--- config.mk ---
export PLATFORM = sky130hd
export DESIGN_NAME = mod_updown_counter
export DESIGN_NICKNAME = d
export VERILOG_FILES = /design/src/rtl/mod_updown_counter.sv
export SDC_FILE = /design/constraint.sdc
export NUM_CORES = 1
export LEC_CHECK = 0
export CORE_AREA = 2 2 39 41
export DETAILED_ROUTE_END_ITERATION = 12
export DIE_AREA = 0 0 41 43
export GPL_TIMING_DRIVEN = 1
export MAX_ROUTING_LAYER = met4
export PLACE_DENSITY_LB_ADDON = 0.1
export SYNTH_ARGS = -nofsm -noshare
export SYNTH_HDL_FRONTEND = slang
export SYNTH_SLANG_ARGS = --single-unit
--- constraint.sdc ---
create_clock -name clk -period 2.3 [get_ports clk]
set_clock_uncertainty 0.15 [all_clocks]
set_input_delay 0.46 -clock clk [delete_from_list [all_inputs] [get_ports clk]]
set_output_delay 0.46 -clock clk [all_outputs]
set_load 0.01 [all_outputs]
--- src/rtl/mod_updown_counter.sv ---
// mod_updown_counter
// Parametrised modulo-MODULUS up/down counter with parallel load,
// wrap/saturate mode, registered carry/borrow pulses and a combinational
// terminal-count flag for cascading.
//
// Ports:
//   clk    in          rising-edge clock
//   reset  in          asynchronous, active-high reset (q, cout, bout -> 0)
//   count  in          count enable
//   dir    in          1 = up, 0 = down
//   load   in          synchronous parallel load, wins over count
//   din    in  WIDTH   load value, clamped to MODULUS-1
//   sat    in          0 = wrap at range ends, 1 = saturate
//   q      out WIDTH   registered count value
//   cout   out         one-cycle carry pulse, present with the wrapped q
//   bout   out         one-cycle borrow pulse, present with the wrapped q
//   tc     out         terminal count, high in the cycle before a wrap
//
// Handshake: there is no valid/ready pair. count is a pure per-edge
// qualifier sampled on every rising edge; outputs are valid every cycle.
// There is no FSM: the only state is q plus the two pulse flops.
module mod_updown_counter #(
  parameter int WIDTH   = 3,
  parameter int MODULUS = 8
) (
  input  logic             clk,
  input  logic             reset,
  input  logic             count,
  input  logic             dir,
  input  logic             load,
  input  logic [WIDTH-1:0] din,
  input  logic             sat,
  output logic [WIDTH-1:0] q,
  output logic             cout,
  output logic             bout,
  output logic             tc
);

  localparam logic [WIDTH-1:0] MAX_V = WIDTH'(MODULUS - 1);

  logic [WIDTH-1:0] q_q, q_d;
  logic             cout_q, cout_d;
  logic             bout_q, bout_d;

  logic             q_over_max;
  logic             din_over_max;
  logic [WIDTH-1:0] din_clamped;

  // When MODULUS fills the whole WIDTH range no value can exceed MAX,
  // so the range compares collapse to constants instead of being
  // always-false comparisons.
  generate
    if (MODULUS < (1 << WIDTH)) begin : g_partial_range
      assign q_over_max   = (q_q > MAX_V);
      assign din_over_max = (din > MAX_V);
    end else begin : g_full_range
      assign q_over_max   = 1'b0;
      assign din_over_max = 1'b0;
    end
  endgenerate

  assign din_clamped = din_over_max ? MAX_V : din;

  always_comb begin
    q_d    = q_q;
    cout_d = 1'b0;
    bout_d = 1'b0;
    if (load) begin
      q_d = din_clamped;
    end else if (count) begin
      if (q_over_max) begin
        // Recovery from a state outside 0..MAX, either direction.
        q_d = '0;
      end else if (dir) begin
        if (q_q == MAX_V) begin
          if (!sat) begin
            q_d    = '0;
            cout_d = 1'b1;
          end
        end else begin
          q_d = q_q + WIDTH'(1);
        end
      end else begin
        if (q_q == '0) begin
          if (!sat) begin
            q_d    = MAX_V;
            bout_d = 1'b1;
          end
        end else begin
          q_d = q_q - WIDTH'(1);
        end
      end
    end
  end

  always_ff @(posedge clk or posedge reset) begin
    if (reset) begin
      q_q    <= '0;
      cout_q <= 1'b0;
      bout_q <= 1'b0;
    end else begin
      q_q    <= q_d;
      cout_q <= cout_d;
      bout_q <= bout_d;
    end
  end

  assign q    = q_q;
  assign cout = cout_q;
  assign bout = bout_q;
  // Deliberately ignores sat and load so a cascaded stage sees the same
  // terminal-count timing regardless of mode.
  assign tc   = count & ((dir & (q_q == MAX_V)) | (~dir & (q_q == '0)));

endmodule

Word level (Yosys, flattened, before mapping). Cells that the tools add are included.

Input bits: 9. Flip-flop bits (word level): 5. Output and inout bits: 6. Logic and storage cells: 32.

Muxes and demuxes: 16. Bitwise gates (word level): 5. $add $sub $neg: 2. Reductions and logical operators: 3. Eq/ne operators: 3.

Operator list (count): $mux 3 (7); $mux 1 (9); $ne 4x4->1 const B (2); $add 3x1->3 const B (1); $and 1x1->1 (3); $eq 3x3->1 const B (1); $logic_not 3->1 (1); $reduce_and 3->1 (1); $sub 3x1->3 const B (1); $reduce_bool 2->1 (1); $not 1->1 (1); $or 1x1->1 (1).

Longest topological paths before layout.
Depth after elaboration: 5. Gate-level depth with buffers: 6. Depth with buffers taken out: 6.

Worst setup path before layout. OpenSTA, ideal clock, no wires.

Kind: flip-flop to output port. Start: register q_q[0], in the netlist q[0]. End: output tc. Cell stages (with the launch flop): 6. Buffers on the path: 0. Arrival time: 1.344 ns. Data required time: 1.690 ns. Path slack: 0.346 ns. Cells stage by stage: dfrtp_1 > inv_1 > ha_1 > or3b_1 > nand2_1 > and2_1.

Longest elaborated chain between the ends: 4. Elaborated cells between the ends (all ways): 6. Those cells by class: eq/ne: 1; bitwise: 4; reduce/logical: 1.

RTL lines: start: declaration (line 41) `logic [WIDTH-1:0] q_q, q_d;`; start signal: assignment (line 102) `q_q <= q_d;`; $eq 3x3->1 / $logic_not 3->1 (equally long branches) (line 113) `assign tc = count & ((dir & (q_q == MAX_V)) | (~dir & (q_q == '0)));`; $and 1x1->1 (line 113); $or 1x1->1 (*) (line 113); $and 1x1->1 (*) (line 113); end: declaration (line 36) `output logic tc`.

Mark *: on every way between the ends. The rest lies on a longest branch, timed or not.

Final worst setup path.
Start: input dir. End: output tc.

Longest elaborated chain between the ends: 4. Elaborated cells between the ends (all ways): 5. Those cells by class: bitwise: 5.

RTL lines: start: declaration (line 29) `input logic dir,`; $not 1->1 (line 113); $and 1x1->1 (line 113); $or 1x1->1 (*) (line 113); $and 1x1->1 (*) (line 113).

Marked as above.

==> results.txt <==
Post-synth EDFFs -> 0
Reg-to-Reg End -> q[1]$_DFFE_PP0P_
WL/cell -> 10.18 um
Vias in the first global route -> 342
FF-to-FF Start -> q[0]$_DFFE_PP0P_
Detailed Route Iter0 Violations -> 3
H-tree depth -> 1
Syn Nets -> 53
Netlist cell types -> 21
Warnings, synthesis -> 0
Ports -> 15
Critical Path Start Type -> input pin
Core box area -> 1384 um^2
Leakage power -> 0.2998 nW
Post-Syn Instances -> 40
Routed vias/inst -> 4.353
Die area -> 1763 um^2
Internal power -> 252.3 uW
Initial antenna violation count -> 0
Setup slack, reg-to-reg -> 0.49 ns
Antenna viol nets, final -> 0
Drc violations -> 0
RSZ-0062 raised after global routing -> false
Top cell type's share of synthesized area -> 34.13%
CP required -> 1.69 ns
Grt total ovfl -> 0
Synth top area cells -> dfrtp_1, ha_1, nand2_1
Total Power -> 357.3 uW
Final Setup Violations -> 0
Worst hold margin -> 0.2690 ns
Dpl cells -> 79
#FFs+latches synth -> 5
Worst r2r path cells -> 7
Net count, final -> 83
Fmax -> 0.4583 GHz
ANT cells -> 0
Fillers -> 142
Combinational power share -> 42.7%
Vias -> 370
Avg Cell Area, Syn -> 9.165 um^2
Seq/Total Area, Yosys -> 34.13%
Fraction of registers with async set/reset -> 100.0%
Clock power share -> 28.5%
CTS tree -> built
CTS Buffer Depth -> 2
Worst slew pin tran -> 0.2991 ns
Ratio of cells with drive above 1 in the final layout -> 31.88%
FF/Latch Area -> 125.1 um^2
Worst-skew pair later-pin latency -> 0.24 ns
CP Capture Type -> output port
CP arrival -> 1.57 ns
Core Util, Final -> 45.93%
1st-pass router iterations -> 2
Die height -> 43 um
Die Width -> 41 um
Root Driver -> clkbuf_4
Place WS -> -0.2986 ns
Max-slew headroom -> 80.03%
Maximum vdd drop -> 424.1 uV
Tot GR Track Use -> 12.20%
Crit path time final -> 2.182 ns
Most common cell in the synthesized netlist -> nand2_1
Primary FF master, synth -> dfrtp_1
Post-DP Area -> 594.3 um^2
Critical Path Fanout Max -> 2
Cell area after layout -> 635.6 um^2
Dpl hpwl -> 695.8 um
Max-cap violations -> 0
Multi-input gate area -> 235.2 um^2
Synth cell count leaders -> nand2_1, dfrtp_1, ha_1
Status -> finished, final reports clean
Area Growth Syn to Fin -> 73.38%
Mapped Area -> 366.6 um^2
CP Class -> in -> out
PD cells -> 562.2 nW/um^2
Switch share -> 29.39%
# port buffers -> 14
Clock sinks -> 5
Final GP Congestion -> 0.6631
Reg clk slew, reported paths -> 0.04 ns
Final hold vios -> 0
Drt total wl -> 865 um
Post-synth top area cell -> dfrtp_1
Largest net degree at the start of global routing -> 7
Share of power burned in registers -> 28.9%
Final Non-Filler Cells -> 85
Max Slew Vio Count -> 0
Initial Util -> 26.49%
Min-Delay Path Class -> in -> async
Num rows -> 14
First-pass GRT wire length -> 1.338 mm
Fin Setup TNS -> 0 ns
Final WS setup -> 0.1180 ns
Final Cycle Share -> 94.87%
# hold bufs at CTS -> 0
Cts bufs inserted -> 3
Switching Power -> 105.0 uW
==> power by group through the flow <==
stage	sequential [mW]	combinational [mW]	clock, mW
finish	0.103	0.152	0.102
global route	0.104	0.167	0.114
CTS	0.102	0.142	0.105
detailed placement	0.103	0.142	0
global placement	0.103	0.144	0
floorplan	0.111	0.0573	0
==> final cells by class <==
cell class | count | share of cell area (%)
multi-input combinational | 32 | 37.01
sequential | 5 | 19.69
tap | 16 | 3.150
inverter | 3 | 1.772
clock buffer | 4 | 4.134
timing repair buffer | 25 | 34.25
==> critical path, cell delays in order <==
cell and delay [ns]:
clkdlybuf4s50_1 0.42, or3b_4 0.38, nand2_1 0.08, and2_1 0.11, buf_2 0.12
==> repair_timing <==
item	CTS	global route
pin swaps	0	1
resized for setup	4	4
setup buffers	0	2
endpoints found under the setup margin	1	1
==> kinds of logic after synthesis <==
| group | synth area share [%] |
|---|---|
| buf+inv | 3.071 |
| mux | 5.802 |
| simple gates | 22.19 |
| fa+ha+maj | 13.65 |
| xor+xnor | 2.390 |
| compound gates | 18.77 |
| flops | 34.13 |
==> sequential cells by signal, indices dropped and copies added (netlist names) <==
| register | cells |
|---|---|
| cout | 1 |
| bout | 1 |
| q | 3 |
==> routing by layer <==
metal | vias to the layer above | GRT usage [%] | part of all wire (%)
li1 | 197 | - | -
met4 | 0 | 2.000 | 0
met5 | - | - | 0
met2 | 15 | 17.81 | 48
met1 | 158 | 14.05 | 44
met3 | 0 | 7.853 | 8.3
==> cell usage in the layout (no fill, tap or decap) <==
cell type,Yosys,layout
buf_2,0,1
o21ai_0,1,1
nand3_1,1,1
dfrtp_1,5,5
mux2i_1,1,1
a22o_1,1,1
a21o_1,1,1
nor2b_1,1,1
nand2b_1,2,2
and2_1,1,1
xor2_1,1,1
buf_4,0,11
ha_1,4,3
inv_1,3,1
nand2_2,1,1
inv_2,0,2
nor3_1,2,2
or3b_4,0,1
o31ai_1,1,1
clkdlybuf4s50_1,0,13
a21oi_1,3,3
nand2_1,7,7
clkbuf_4,0,3
ha_2,0,1
o311ai_2,1,1
clkbuf_1,0,1
mux2_2,1,1
o221ai_1,1,1
==> how the worst max path moves through the flow <==
| stage | start | endpoint | slack, ns | cells past startpoint |
|---|---|---|---|---|
| final | dir | tc | 0.12 | 5 |
| after global routing | q[0]$_DFFE_PP0P_ | tc | 0.04 | 7 |
| after CTS | dir | tc | 0.01 | 5 |
| after detailed placement | dir | tc | -0.30 | 5 |
| after global placement | dir | tc | -0.29 | 5 |
| after floorplan | q[0]$_DFFE_PP0P_ | tc | 0.35 | 5 |
Power figures use the tool's default switching activity.
